===== config.mk =====
export PLATFORM = sky130hd
export DESIGN_NAME = bmp_uart_sender
export DESIGN_NICKNAME = d
export VERILOG_FILES = /design/src/rtl/bmp_uart_sender.sv
export SDC_FILE = /design/constraint.sdc
export NUM_CORES = 1
export LEC_CHECK = 0
export BUFFER_PORTS_ARGS = -buffer_cell sky130_fd_sc_hd__buf_4
export CORE_AREA = 2 2 96 98
export DETAILED_ROUTE_END_ITERATION = 16
export DIE_AREA = 0 0 98 100
export GPL_TIMING_DRIVEN = 0
export MAX_ROUTING_LAYER = met4
export PLACE_DENSITY = 0.54
export SKIP_LAST_GASP = 1
export SYNTH_ARGS = -nofsm -noshare
export SYNTH_HDL_FRONTEND = slang
export SYNTH_SLANG_ARGS = --single-unit

===== constraint.sdc =====
create_clock -name clk_in -period 2.45 [get_ports clk_in]
set_clock_uncertainty 0.1 [all_clocks]
set_input_delay 0.1225 -clock clk_in [delete_from_list [all_inputs] [get_ports clk_in]]
set_output_delay 0.1225 -clock clk_in [all_outputs]
set_load 0.1 [all_outputs]

===== src/rtl/bmp_uart_sender.sv =====
// bmp_uart_sender: streams a 4-bit grayscale frame from the SDRAM read FIFO
// out over UART as a 24-bit bottom-up .bmp file. It sends a 54-byte header,
// then expands each pixel nibble g into three identical bytes {g,g} (B,G,R).
//
// tx handshake: a byte is launched only from SEND and only while tx_ready=1.
// tx_trigger is high for exactly one cycle and tx_data holds until the next
// trigger. After a trigger the block waits for tx_ready to fall (WAIT_BUSY)
// and then to rise again (WAIT_IDLE), so at most one byte is ever in flight.
module bmp_uart_sender #(
    parameter int IMG_WIDTH  = 800,
    parameter int IMG_HEIGHT = 600,
    parameter int RD_LATENCY = 1
) (
    input  logic        clk_in,
    input  logic        rst_n,
    input  logic        start,
    output logic        busy,
    output logic        done,
    output logic        pix_rd,
    input  logic [15:0] pix_in,
    output logic [7:0]  tx_data,
    output logic        tx_trigger,
    input  logic        tx_ready
);

    localparam logic [31:0] ROW_BYTES = 32'(3 * IMG_WIDTH);
    localparam logic [31:0] IMG_SIZE  = ROW_BYTES * 32'(IMG_HEIGHT);
    localparam logic [31:0] FILE_SIZE = 32'd54 + IMG_SIZE;
    localparam int GROUPS = IMG_WIDTH / 4;
    localparam int GW     = (GROUPS > 1) ? $clog2(GROUPS) : 1;
    localparam int RW     = $clog2(IMG_HEIGHT + 1);

    typedef enum logic [2:0] {
        S_IDLE, S_SEND, S_WAIT_BUSY, S_WAIT_IDLE, S_FETCH, S_WAIT_PIX, S_FIN
    } state_e;

    state_e        state_q, state_d;
    logic          hdr_q, hdr_d;        // 1 while the header is being sent
    logic [5:0]    hidx_q, hidx_d;      // header byte index 0..53
    logic [1:0]    rgb_q, rgb_d;        // copy of the current pixel, 0..2
    logic [1:0]    psel_q, psel_d;      // pixel within the group, 0..3
    logic [GW-1:0] grp_q, grp_d;
    logic [RW-1:0] row_q, row_d;
    logic [1:0]    lat_q, lat_d;
    logic [15:0]   pix_q, pix_d;
    logic [7:0]    tx_data_q, tx_data_d;
    logic          tx_trig_q, tx_trig_d;
    logic [3:0]    nib;

    // Header byte lookup: little-endian fields, all constant at elaboration.
    function automatic logic [7:0] hdr_byte(input logic [5:0] idx);
        logic [31:0] w;
        logic [5:0]  base;
        logic [5:0]  off;
        w    = 32'd0;
        base = 6'd0;
        if (idx < 6'd2)       begin w = 32'h0000_4D42; base = 6'd0;  end
        else if (idx < 6'd6)  begin w = FILE_SIZE;      base = 6'd2;  end
        else if (idx < 6'd10) begin w = 32'd0;          base = 6'd6;  end
        else if (idx < 6'd14) begin w = 32'd54;         base = 6'd10; end
        else if (idx < 6'd18) begin w = 32'd40;         base = 6'd14; end
        else if (idx < 6'd22) begin w = 32'(IMG_WIDTH);  base = 6'd18; end
        else if (idx < 6'd26) begin w = 32'(IMG_HEIGHT); base = 6'd22; end
        else if (idx < 6'd28) begin w = 32'd1;          base = 6'd26; end
        else if (idx < 6'd30) begin w = 32'd24;         base = 6'd28; end
        else if (idx < 6'd34) begin w = 32'd0;          base = 6'd30; end
        else if (idx < 6'd38) begin w = IMG_SIZE;       base = 6'd34; end
        else if (idx < 6'd42) begin w = 32'd2835;       base = 6'd38; end
        else if (idx < 6'd46) begin w = 32'd2835;       base = 6'd42; end
        off = idx - base;
        w   = w >> {off[1:0], 3'b000};
        return w[7:0];
    endfunction

    assign nib = pix_q[{psel_q, 2'b00} +: 4];

    // State and datapath registers; reset aborts any transfer at once.
    always_ff @(posedge clk_in or negedge rst_n) begin
        if (!rst_n) begin
            state_q   <= S_IDLE;
            hdr_q     <= 1'b0;
            hidx_q    <= '0;
            rgb_q     <= '0;
            psel_q    <= '0;
            grp_q     <= '0;
            row_q     <= '0;
            lat_q     <= '0;
            pix_q     <= '0;
            tx_data_q <= '0;
            tx_trig_q <= 1'b0;
        end else begin
            state_q   <= state_d;
            hdr_q     <= hdr_d;
            hidx_q    <= hidx_d;
            rgb_q     <= rgb_d;
            psel_q    <= psel_d;
            grp_q     <= grp_d;
            row_q     <= row_d;
            lat_q     <= lat_d;
            pix_q     <= pix_d;
            tx_data_q <= tx_data_d;
            tx_trig_q <= tx_trig_d;
        end
    end

    // Next-state logic: byte handshake, header/pixel sequencing and counters.
    always_comb begin
        state_d   = state_q;
        hdr_d     = hdr_q;
        hidx_d    = hidx_q;
        rgb_d     = rgb_q;
        psel_d    = psel_q;
        grp_d     = grp_q;
        row_d     = row_q;
        lat_d     = lat_q;
        pix_d     = pix_q;
        tx_data_d = tx_data_q;
        tx_trig_d = 1'b0;
        case (state_q)
            S_IDLE: begin
                if (start) begin
                    state_d = S_SEND;
                    hdr_d   = 1'b1;
                    hidx_d  = '0;
                    grp_d   = '0;
                    row_d   = '0;
                    rgb_d   = '0;
                    psel_d  = '0;
                end
            end
            S_SEND: begin
                if (tx_ready) begin
                    tx_trig_d = 1'b1;
                    tx_data_d = hdr_q ? hdr_byte(hidx_q) : {nib, nib};
                    state_d   = S_WAIT_BUSY;
                end
            end
            S_WAIT_BUSY: begin
                if (!tx_ready) state_d = S_WAIT_IDLE;
            end
            S_WAIT_IDLE: begin
                if (tx_ready) begin
                    if (hdr_q) begin
                        if (hidx_q == 6'd53) begin
                            hdr_d   = 1'b0;
                            state_d = S_FETCH;
                        end else begin
                            hidx_d  = hidx_q + 6'd1;
                            state_d = S_SEND;
                        end
                    end else if (rgb_q != 2'd2) begin
                        rgb_d   = rgb_q + 2'd1;
                        state_d = S_SEND;
                    end else if (psel_q != 2'd3) begin
                        rgb_d   = 2'd0;
                        psel_d  = psel_q + 2'd1;
                        state_d = S_SEND;
                    end else if (grp_q != GW'(GROUPS - 1)) begin
                        grp_d   = grp_q + 1'b1;
                        state_d = S_FETCH;
                    end else begin
                        // End of a row: the transfer ends once every row is out.
                        grp_d   = '0;
                        row_d   = row_q + 1'b1;
                        state_d = (row_q == RW'(IMG_HEIGHT - 1)) ? S_FIN : S_FETCH;
                    end
                end
            end
            S_FETCH: begin
                lat_d   = 2'd1;
                rgb_d   = 2'd0;
                psel_d  = 2'd0;
                state_d = S_WAIT_PIX;
            end
            S_WAIT_PIX: begin
                // Capture exactly RD_LATENCY cycles after the pix_rd pulse.
                if (lat_q == 2'(RD_LATENCY)) begin
                    pix_d   = pix_in;
                    state_d = S_SEND;
                end else begin
                    lat_d = lat_q + 2'd1;
                end
            end
            S_FIN: begin
                state_d = S_IDLE;
            end
            default: state_d = S_IDLE;
        endcase
    end

    assign busy       = (state_q != S_IDLE);
    assign done       = (state_q == S_FIN);
    assign pix_rd     = (state_q == S_FETCH);
    assign tx_data    = tx_data_q;
    assign tx_trigger = tx_trig_q;

endmodule


After elaboration in Yosys (flattened, before gate mapping)
Index checks and enable logic that the tools add are counted.
{ "totals": {"regBits": 59, "input_bits": 20, "out_inout_bits": 12, "elab_cells": 156} }
{ "classes": {"addsub": 7, "order_cmp": 13, "n_eq_ne": 26, "shift": 2, "n_mux": 82, "reduce_logical": 15} }
{ "ops": {"columns": ["op", "n"], "rows": [
  ["21-bit 2-to-1 mux", 11],
  ["32-bit 2-to-1 mux", 2],
  ["10-bit 2-to-1 mux", 6],
  ["8-bit 2-to-1 mux", 7],
  ["2-bit 2-to-1 mux", 27],
  ["32-bit by 5-bit >> shifter with 8-bit output", 1],
  ["6-bit by 5-bit < comparator with 1-bit output (second input constant)", 5],
  ["2-bit inequality test (second input constant)", 15],
  ["3-bit 2-to-1 mux", 9],
  ["6-bit < comparator (second input constant)", 4],
  ["12-bit 2-to-1 mux", 2],
  ["6-bit 2-to-1 mux", 4],
  ["10-bit one-hot mux with 2 select lines", 1],
  ["3-bit one-hot mux with 6 select lines", 1],
  ["8-bit one-hot mux with 2 select lines", 1],
  ["16-bit by 5-bit variable part select with 4-bit output", 1],
  ["5-bit AND reduction", 3],
  ["6-bit by 4-bit < comparator with 1-bit output (second input constant)", 2],
  ["2-bit one-hot mux with 3 select lines", 2],
  ["6-bit one-hot mux with 2 select lines", 1],
  ["6-bit AND reduction", 2],
  ["10-bit by 1-bit adder with 10-bit output (second input constant)", 1],
  ["10-bit equality test (second input constant)", 1],
  ["3-bit equality test (second input constant)", 3],
  ["21 further kinds", 33]
]} }

Longest topological paths before layout
Gate-level depths: netlist (run 1).
{ "depth": {"ltp_word": 19, "mapped_depth": 9, "mapped_depth_nobuf": 7} }

Worst setup path after synthesis (run 1)
No wires, ideal clock.
{ "synth_path": {"path_kind": "reg-to-reg", "startpoint": "reg grp_q[3]", "endpoint": "reg row_q[7]", "setup_time_ns": 0.078, "arrival_time_ns": 1.931, "required_ns": 2.272, "path_slack_ns": 0.341, "stages_incl_launch_ff": 6, "n_path_buf": 0, "synth_period_minus_slack_ns": 2.109, "cell_sequence": "dfrtp_1 -> or4b_4 -> nor3_4 -> o21ai_2 -> or4_1 -> a21oi_1"} }
{ "synth_via": {"elab_chain_len": 3} }
{ "synth_rtl": {"columns": ["element", "line_no", "text"], "rows": [
  ["start, declared", "42", "logic [GW-1:0] grp_q, grp_d;"],
  ["start signal, assigned", "97", "grp_q <= grp_d;"],
  ["8-bit inequality test", "158", "end else if (grp_q != GW'(GROUPS - 1)) begin"],
  ["2-bit inequality test (no source line)", null, null],
  ["7-bit AND reduction (no source line)", null, null],
  ["end signal, assigned", "98", "row_q <= row_d;"],
  ["end, declared", "43", "logic [RW-1:0] row_q, row_d;"]
]} }
Every way passes these cells.
A chain may end at the register's enable or synchronous reset.

Worst setup path after layout (run 1)
{ "layout_path": {"startpoint": "reg hidx_q[4]", "endpoint": "reg tx_data_q[4] (netlist: tx_data[4])"} }
{ "layout_via": {"elab_chain_len": 19, "elab_cells_between_ends": 46, "classes_between": "1 x add/sub; 13 x order compare; 1 x shift; 31 x mux"} }
{ "layout_rtl": {"columns": ["element", "line_no", "text"], "rows": [
  ["start, declared", "39", "logic [5:0] hidx_q, hidx_d;"],
  ["start signal, assigned", "94", "hidx_q <= hidx_d;"],
  ["6-bit < comparator", "69", "else if (idx < 6'd46) begin w = 32'd2835; base = 6'd42; end"],
  ["2-bit 2-to-1 mux", "69", null],
  ["2-bit 2-to-1 mux", "68", "else if (idx < 6'd42) begin w = 32'd2835; base = 6'd38; end"],
  ["2-bit 2-to-1 mux", "67", "else if (idx < 6'd38) begin w = IMG_SIZE; base = 6'd34; end"],
  ["2-bit 2-to-1 mux", "66", "else if (idx < 6'd34) begin w = 32'd0; base = 6'd30; end"],
  ["2-bit 2-to-1 mux", "65", "else if (idx < 6'd30) begin w = 32'd24; base = 6'd28; end"],
  ["2-bit 2-to-1 mux", "64", "else if (idx < 6'd28) begin w = 32'd1; base = 6'd26; end"],
  ["2-bit 2-to-1 mux", "63", "else if (idx < 6'd26) begin w = 32'(IMG_HEIGHT); base = 6'd22; end"],
  ["[... 3 more ...]", null, null],
  ["2-bit 2-to-1 mux", "59", "else if (idx < 6'd10) begin w = 32'd0; base = 6'd6; end"],
  ["2-bit 2-to-1 mux", "58", "else if (idx < 6'd6) begin w = FILE_SIZE; base = 6'd2; end"],
  ["2-bit 2-to-1 mux", "57", "if (idx < 6'd2) begin w = 32'h0000_4D42; base = 6'd0; end"],
  ["2-bit 2-to-1 mux", "132", "if (tx_ready) begin"],
  ["2-bit 2-to-1 mux", "119", "case (state_q)"],
  ["2-bit subtractor", "70", "off = idx - base;"],
  ["32-bit by 5-bit >> shifter with 8-bit output (*)", "71", "w = w >> {off[1:0], 3'b000};"],
  ["8-bit 2-to-1 mux (*)", "134", "tx_data_d = hdr_q ? hdr_byte(hidx_q) : {nib, nib};"],
  ["end signal, assigned", "101", "tx_data_q <= tx_data_d;"],
  ["end, declared", "46", "logic [7:0] tx_data_q, tx_data_d;"]
]} }
Mark *: on every way between the ends. The rest lies on a longest branch, timed or not. The select of a mux whose other input is x is not followed.

==> flow_metrics.env, run 1 <==
export IMPL_status="finished clean"
export IMPL_clkLatencyLatePin_ns=0.34
export IMPL_gp_congestion=0.8988
export IMPL_tightest_slew_ns=0.7629
export IMPL_vias=2959
export IMPL_synth_nets=383
export IMPL_die_height_um=100
export IMPL_arrival_ns=2.42
export IMPL_fin_crit_ns=2.295
export IMPL_crit_fanout=10
export IMPL_crit_path_end_kind="flip-flop"
export IMPL_cap_violations=0
export IMPL_io_buffers=31
export IMPL_fin_cells=534
export IMPL_fin_crit_sh=0.9369
export IMPL_peakVddDrop_mv=0.6627
export IMPL_critical_path_top_delay_family="compound AO/OA/AOI/OAI gates"
export IMPL_core_um2=8890
export IMPL_synth_cells=357
export IMPL_seq_area_frac_synth=0.4305
export IMPL_first_pass_iters=6
export IMPL_max_freq_mhz=435.7
export IMPL_antenna_found_initial=0
export IMPL_drv_slew=0
export IMPL_initial_core_util=0.3858
export IMPL_path_buf_inv=1
export IMPL_yosysMostFrequentCell="dfrtp_1"
export IMPL_worstPathRequired_ns=2.57
export IMPL_dp_slack_ns=-0.1479
export IMPL_ctsLongestPathBuffers=2
export IMPL_hpwl_mm=5.699
export IMPL_leakage_nw=1.758
export IMPL_ff2ff_setup_slack_ns=0.15
export IMPL_async_flop_share=1.000
export IMPL_startpoint_type="flip-flop"
export IMPL_p_per_area_nw_per_um2=1138
export IMPL_synth_seq_cells=59
export IMPL_fp_dieArea_um2=9800
export IMPL_synth_top_area_share=0.4305
export IMPL_ctsRootBufferMaster="clkbuf_8"
export IMPL_synth_cell_types=62
export IMPL_ys_top_cells_by_area="dfrtp_1, mux2_2, o21ai_0"
export IMPL_path_cells="clkbuf_1, nor2_1, a221o_1, o21ai_1, nor3_1, o32a_1"
export IMPL_die_w_um=98
export IMPL_grt_pass1_vias=2899
export IMPL_grt_max_degree=60
export IMPL_antenna_cells=0
export IMPL_fin_ws_ns=0.1546
export IMPL_cts_tree="done"
export IMPL_synth_edf_count=0
export IMPL_yosysTopAreaCell="dfrtp_1"
export IMPL_grt_total_usage=0.1814
export IMPL_synth_common_cells="dfrtp_1, nand2_1, o21ai_0"
export IMPL_finalSetupViolations=0
export IMPL_first_iter_violations=121
export IMPL_row_count=35
export IMPL_holdWs_ns=0.03900
export IMPL_clock_sinks=59
export IMPL_wl_per_cell_um=15.40
export IMPL_grt_pass1_wl_mm=14.03
export IMPL_area_growth_pct=23.64
export IMPL_path_clk_slew_ns=0.07
export IMPL_drive_gt1_frac=0.1962
export IMPL_slowest_delay_ns=0.40
export IMPL_final_hold_violation_count=0
export IMPL_final_nets=444
export IMPL_syn_cell_area_um2=3430
export IMPL_h_tree_depth=3
export IMPL_slowest_stage="a221o_1"
export IMPL_drc=0
export IMPL_synth_ff_type="dfrtp_1"
export IMPL_hold_path_class="in2reg"
export IMPL_routed_wl_mm=8.224
export IMPL_maxSlewHeadroom=0.4914
export IMPL_syn_area_per_cell_um2=9.607
export IMPL_path_class="reg2reg"
export IMPL_ioPinCount=32
export IMPL_place_inst=499
export IMPL_ant_nets=0
export IMPL_vias_per_cell=5.541
export IMPL_cts_buffers=9
export IMPL_ys_warnings_count=0
export IMPL_overflow=0
export IMPL_rsz0062_at_grt="true"
## final cells by class
| class | instances | area [um^2] |
|---|---|---|
| multi-input cells | 261 | 1836 |
| fillers | 870 | 4649 |
| plain buffers | 24 | 93.84 |
| well taps | 111 | 138.9 |
| clock inverters | 4 | 72.57 |
| flip-flops and latches | 59 | 1478 |
| inverters | 13 | 48.80 |
| clock buffers | 12 | 155.1 |
| repair buffers | 50 | 417.9 |
## layer usage
layer	vias up	global-route usage	wire length, um
li1	1452	-	-
met1	1437	0.2400	3971
met2	57	0.2866	3873
met3	13	0.03134	272
met4	0	0.05769	106
met5	-	-	0
## state kept, by name, summed over array words and instances, names as in the netlist, 2 cells and up
name	flops
state_q	3
row_q	10
grp_q	8
pix_q	16
tx_data	8
rgb_q	2
hidx_q	6
psel_q	2
lat_q	2
## cell usage in the layout, fill, tap and decap left out, types with 11 or more instances in the layout
master	instances
a21oi_1	17
buf_4	33
clkbuf_1	22
clkbuf_8	11
dfrtp_1	58
dlygate4sd3_1	17
inv_1	13
mux2_2	17
nand2_1	27
nand3_1	12
nor2_1	20
o21ai_0	26
o31ai_1	11
## through the flow
stage,power (mW),area [um^2],setup TNS (ns),utilization
detailed placement,3.782,3801,-0.2185,0.4276
floorplan,3.219,3430,0,-
CTS,4.835,4205,0,0.4730
finish,4.826,4240,0,0.4770
global placement,3.753,3801,-0.3483,0.4276
global route,5.160,4240,-0.06684,0.4770
## worst min-delay path: cells and delay by family
kind            cells  cell delay [ns]
compound gates      2             0.19
buf+inv             1             0.10
## kinds of logic (layout without fill, tap and decap cells)
family | Yosys count | count (layout) | synth area share
buffers and inverters | 37 | 103 | 0.04050
xor gates and xnor gates | 11 | 11 | 0.02809
muxes | 23 | 23 | 0.08792
AOI/OAI and AO/OA | 100 | 100 | 0.1934
DFF | 59 | 59 | 0.4305
and+or+nand+nor | 120 | 120 | 0.1948
adders and majority gates | 7 | 7 | 0.02481
## final timing paths
kind	start	end	cells past startpoint
setup / recovery	hidx_q[4]	tx_data[4]	6
hold / removal	start	state_q[0]	3
setup reg to reg	hidx_q[4]	tx_data[4]	6
hold reg to reg	pix_q[10]	pix_q[10]	1
max in group asynchronous	rst_n	psel_q[1]	2
min in group asynchronous	rst_n	grp_q[7]	2
## power breakdown
group / internal, mW / switching, mW
Sequential: 1.29 / 0.196
Clock: 0.627 / 0.384
Combinational: 0.768 / 1.56
Total: 2.69 / 2.14
## timing repair
item                                    CTS  global route
hold buffers                             17             0
gates resized for setup                   1            10
buffers inserted                          0             2
endpoints found under the setup margin    2            24
pin swaps                                 0             1
endpoints found under the hold margin    75             0
(Power assumes the default switching activity.)
==> run 2: changes to the inputs <==
--- a/config.mk
+++ b/config.mk
@@ -16,3 +16,4 @@
 export SYNTH_ARGS = -nofsm -noshare
 export SYNTH_HDL_FRONTEND = slang
 export SYNTH_SLANG_ARGS = --single-unit
+export TNS_END_PERCENT = 10
==> constraint.sdc (replaced) <==
create_clock -name clk_in -period 2.25 [get_ports clk_in]
set_clock_uncertainty 0.1 [all_clocks]
set_input_delay 0.1125 -clock clk_in [delete_from_list [all_inputs] [get_ports clk_in]]
set_output_delay 0.1125 -clock clk_in [all_outputs]
set_load 0.1 [all_outputs]
==> flow_metrics.env, run 2 (same netlist as run 1, synthesis figures left out) <==
export IMPL_status="finished clean"
export IMPL_dp_slack_ns=-0.3479
export IMPL_seqCellArea_um2=1478
export IMPL_maxSlewHeadroom=0.4937
export IMPL_crit_fanout=8
export IMPL_h_tree_depth=3
export IMPL_clkLatencyLatePin_ns=0.33
export IMPL_crit_top_cell="clkbuf_1"
export IMPL_die_w_um=98
export IMPL_antenna_cells=0
export IMPL_fillCellCount=860
export IMPL_max_freq_mhz=454.2
export IMPL_rsz0062_at_grt="true"
export IMPL_ff2ff_setup_slack_ns=0.05
export IMPL_slowest_delay_ns=0.40
export IMPL_fp_dieArea_um2=9800
export IMPL_ctsRootBufferMaster="clkbuf_8"
export IMPL_startpoint_type="flip-flop"
export IMPL_vias=2942
export IMPL_overflow=0
export IMPL_drv_slew=0
export IMPL_leakage_nw=1.792
export IMPL_core_um2=8890
export IMPL_path_cells="clkbuf_1, and2_1, clkbuf_1, a2111oi_1, o221ai_1, a311oi_1, o22a_1"
export IMPL_antenna_found_initial=0
export IMPL_first_pass_iters=6
export IMPL_ant_nets=0
export IMPL_path_clk_slew_ns=0.06
export IMPL_peakVddDrop_mv=0.7127
export IMPL_path_buf_inv=2
export IMPL_ctsLongestPathBuffers=2
export IMPL_p_per_area_nw_per_um2=1246
export IMPL_tightest_slew_ns=0.7595
export IMPL_initial_core_util=0.3858
export IMPL_multi_input_area_um2=1866
export IMPL_top_register="pix_q"
export IMPL_drc=0
export IMPL_reg2reg_depth=7
export IMPL_final_cell_mix="dfrtp_1, buf_4, nand2_1"
export IMPL_gp_congestion=0.8988
export IMPL_ioPinCount=32
export IMPL_slowest_stage="a2111oi_1"
export IMPL_die_height_um=100
export IMPL_cap_violations=0
export IMPL_r2r_start="hidx_q[2]"
export IMPL_dpl_cell_area_um2=3801
export IMPL_row_count=35
export IMPL_cts_tree="done"
export IMPL_design_area_um2=4287
export IMPL_vias_per_cell=5.509
export IMPL_fin_crit_sh=0.9784
export IMPL_fin_cells=534
export IMPL_critical_path_top_delay_family="compound AO/OA/AOI/OAI gates"
export IMPL_wl_per_cell_um=15.50
export IMPL_cts_buffers=9
export IMPL_hpwl_mm=5.699
export IMPL_worstReg2RegEnd="tx_data[5]"
export IMPL_grt_total_usage=0.1831
export IMPL_hp_start="tx_ready"
export IMPL_worstPathRequired_ns=2.42
export IMPL_routed_wl_mm=8.275
export IMPL_biggestRegsByFlops="pix_q (16), row_q (10)"
export IMPL_fin_crit_ns=2.201
export IMPL_largest_reg_flops=16
export IMPL_place_inst=499
export IMPL_final_nets=444
export IMPL_hold_path_class="in2reg"
export IMPL_area_growth_pct=24.99
export IMPL_grt_pass1_vias=2895
export IMPL_final_common_cell="dfrtp_1"
export IMPL_final_core_util=0.4822
export IMPL_clock_sinks=59
export IMPL_io_buffers=31
export IMPL_holdPathStages=3
export IMPL_path_class="reg2reg"
export IMPL_drive_gt1_frac=0.2175
export IMPL_hold_end="grp_q[2]"
export IMPL_arrival_ns=2.37
export IMPL_grt_pass1_wl_mm=14.15
export IMPL_grt_max_degree=60
export IMPL_fin_ws_ns=0.04851
export IMPL_finalSetupViolations=0
export IMPL_first_iter_violations=114
export IMPL_crit_path_end_kind="flip-flop"
export IMPL_final_hold_violation_count=0
run 2: changes by cell type in the layout (fill, tap and decap cells not counted), sizes merged:
| cell | before | now |
|---|---|---|
| clkbuf | 36 | 32 |
| buf | 33 | 37 |
run 2: area by class of cell:
cell class                      count  share of cell area
Tap cell                          111             0.03240
Clock buffer                       12             0.03619
Sequential cell                    59              0.3447
Buffer                             21             0.02043
Multi-Input combinational cell    261              0.4352
Clock inverter                      4             0.01693
Timing Repair Buffer               53              0.1027
Inverter                           13             0.01138
run 2: per-stage QoR:
step | hold WS [ns] | power, mW | TNS (ns)
5_1_grt | 0.04687 | 5.703 | -0.4200
3_3_place_gp | 0.1406 | 4.086 | -2.681
6_report | 0.02298 | 5.343 | 0
2_1_floorplan | -0.2831 | 3.505 | 0
3_5_place_dp | 0.1418 | 4.118 | -2.404
4_1_cts | 0.006504 | 5.287 | -1.020
run 2: timing repair:
action | in CTS | in global routing
hold endpoints to repair | 75 | 0
endpoints found under the setup margin | 27 | 36
buffers inserted | 1 | 4
pin swaps | 1 | 3
hold buffers | 17 | 0
gates resized for setup | 5 | 20
run 2: worst max path at each step:
stage,from,to,slack (ns),cells after the start
2_1_floorplan,grp_q[3],row_q[7],0.14,5
3_3_place_gp,state_q[1],tx_data[0],-0.42,5
3_5_place_dp,state_q[1],tx_data[0],-0.35,5
4_1_cts,state_q[1],pix_q[7],-0.1,5
5_1_grt,hidx_q[2],tx_data[4],-0.12,6
6_report,hidx_q[2],tx_data[5],0.05,7
run 2: routing by layer:
| layer | vias to the layer above | global-route usage | wire (um) |
|---|---|---|---|
| met4 | 0 | 0.05342 | 74 |
| met5 | - | - | 0 |
| met3 | 8 | 0.03134 | 225 |
| met1 | 1434 | 0.2427 | 4081 |
| li1 | 1454 | - | - |
| met2 | 46 | 0.2914 | 3892 |
run 2: power breakdown:
part / internal, mW / leakage [nW] / switching [mW]
registers: 1.41 / 0.747 / 0.243
clock network: 0.683 / 0.113 / 0.416
logic: 0.896 / 0.932 / 1.70
run 2: tightest hold or removal path: cells and delay by family:
family / cells / cell delay, ns
AO/OA/AOI/OAI: 1 / 0.07
AND/OR/NAND/NOR: 1 / 0.08
buffers and inverters: 1 / 0.14
==> run 3: changes to the inputs <==
==> constraint.sdc (replaced) <==
create_clock -name clk_in -period 2.8 [get_ports clk_in]
set_clock_uncertainty 0.1 [all_clocks]
set_input_delay 0.14 -clock clk_in [delete_from_list [all_inputs] [get_ports clk_in]]
set_output_delay 0.14 -clock clk_in [all_outputs]
set_load 0.1 [all_outputs]
==> flow_metrics.env, run 3 (same netlist as run 1, synthesis figures left out) <==
export IMPL_status="finished clean"
export IMPL_grt_pass1_wl_mm=14.02
export IMPL_switchingPower_mw=1.860
export IMPL_drc=0
export IMPL_routed_wl_mm=8.189
export IMPL_final_hold_violation_count=0
export IMPL_hpwl_mm=5.699
export IMPL_cts_setup_buffers=0
export IMPL_top_register="pix_q"
export IMPL_peakVddDrop_mv=0.5894
export IMPL_ctsLongestPathBuffers=2
export IMPL_first_pass_iters=6
export IMPL_core_um2=8890
export IMPL_fp_dieArea_um2=9800
export IMPL_ioPinCount=32
export IMPL_path_clk_slew_ns=0.07
export IMPL_dpl_cell_area_um2=3801
export IMPL_finalSetupViolations=0
export IMPL_largest_reg_flops=16
export IMPL_fin_crit_ns=2.583
export IMPL_clkLatencyLatePin_ns=0.33
export IMPL_first_iter_violations=117
export IMPL_cap_violations=0
export IMPL_p_sw_frac=0.4431
export IMPL_ant_nets=0
export IMPL_rsz0062_at_grt="false"
export IMPL_design_area_um2=4199
export IMPL_drive_gt1_frac=0.1781
export IMPL_die_height_um=100
export IMPL_antenna_found_initial=0
export IMPL_path_class="reg2reg"
export IMPL_grt_pass1_vias=2900
export IMPL_biggestRegsByFlops="pix_q (16), row_q (10)"
export IMPL_crit_fanout=10
export IMPL_vias_per_cell=5.549
export IMPL_h_tree_depth=3
export IMPL_antenna_cells=0
export IMPL_ctsRootBufferMaster="clkbuf_8"
export IMPL_gp_congestion=0.8988
export IMPL_vias=2952
export IMPL_max_freq_mhz=387.2
export IMPL_worstPathRequired_ns=2.91
export IMPL_ctsResizeCount=0
export IMPL_cts_tree="done"
export IMPL_seq_power_share=0.310
export IMPL_hold_path_class="in2reg"
export IMPL_wl_per_cell_um=15.39
export IMPL_place_inst=499
export IMPL_final_cell_mix="dfrtp_1, buf_4, nand2_1, o21ai_0, clkbuf_1"
export IMPL_initial_core_util=0.3858
export IMPL_power_mw=4.199
export IMPL_p_per_area_nw_per_um2=1000
export IMPL_clock_sinks=59
export IMPL_die_w_um=98
export IMPL_io_buffers=31
export IMPL_row_count=35
export IMPL_fin_cells=532
export IMPL_leakage_nw=1.737
export IMPL_grt_total_usage=0.1813
export IMPL_maxSlewHeadroom=0.3489
export IMPL_combPwrFrac=0.480
export IMPL_power_frac_clock=0.210
export IMPL_fillCellCount=875
export IMPL_overflow=0
export IMPL_grt_max_degree=60
export IMPL_tightest_slew_ns=0.9630
export IMPL_p_int_mw=2.339
export IMPL_area_growth_pct=22.44
export IMPL_cts_buffers=9
export IMPL_final_common_cell="dfrtp_1"
export IMPL_crit_path_end_kind="flip-flop"
export IMPL_holdWs_ns=0.04699
export IMPL_arrival_ns=2.69
export IMPL_startpoint_type="flip-flop"
export IMPL_final_nets=442
export IMPL_drv_slew=0
export IMPL_setup_tns_final_ns=0
export IMPL_fin_crit_sh=0.9225
[run 3: changes by cell type in the layout (fill, tap and decap cells not counted), moves of 2 or more]
cell / previous run / this run
buf_4: 36 / 31
o21ai_0: 25 / 27
clkbuf_2: 6 / 0
clkbuf_1: 15 / 25
[run 3: final timing paths]
path | from | endpoint | slack (ns) | depth (start not counted)
setup / recovery | state_q[1] | tx_data[0] | 0.22 | 5
hold / removal | tx_ready | grp_q[2] | 0.05 | 3
setup reg to reg | state_q[1] | tx_data[0] | 0.22 | 5
hold reg to reg | pix_q[10] | pix_q[10] | 0.40 | 1
max in group asynchronous | rst_n | tx_data[1] | 1.77 | 2
min in group asynchronous | rst_n | grp_q[7] | 0.33 | 2
[run 3: per-stage QoR]
stage,utilization,worst slack (ns)
after global routing,0.4723,0.04813
after detailed placement,0.4276,0.2021
after CTS,0.4723,0.2006
after global placement,0.4276,0.1270
after floorplan,-,0.6906
final,0.4723,0.2171
[run 3: routing by layer]
layer,global-route usage,up-vias,wire (um),share of wire
li1,-,1452,-,-
met1,0.2396,1432,4025,0.49
met2,0.2866,55,3792,0.46
met3,0.03134,13,255,0.031
met4,0.05769,0,114,0.014
met5,-,-,0,0
[run 3: final cells by class]
| cell class | instances | area (um^2) | area share |
|---|---|---|---|
| inverter | 13 | 48.80 | 0.01162 |
| tap | 111 | 138.9 | 0.03308 |
| multi-input combinational | 261 | 1814 | 0.4321 |
| buffer | 24 | 90.09 | 0.02145 |
| clock buffer | 12 | 155.1 | 0.03695 |
| timing repair buffer | 48 | 402.9 | 0.09595 |
| clock inverter | 4 | 72.57 | 0.01728 |
| sequential | 59 | 1476 | 0.3516 |
[run 3: critical path, cell delays in order, from the launching register on]
cell and delay (ns):
dfrtp_1 0.41, clkbuf_1 0.23, nor4b_1 0.84, o311ai_1 0.41
a211oi_1 0.38, nor3_1 0.09
[run 3: power groups by stage]
stage / Sequential [mW] / Clock (mW) / Combinational, mW
finish: 1.30 / 0.883 / 2.01
global route: 1.34 / 0.950 / 2.19
CTS: 1.30 / 0.909 / 2.01
detailed placement: 1.32 / 0 / 1.99
global placement: 1.31 / 0 / 1.98
floorplan: 1.73 / 0 / 1.09
[run 3: timing repair]
item                                    4_1_cts  5_1_grt
endpoints found under the setup margin        0        0
endpoints found under the hold margin        75        0
hold buffers                                 17        0
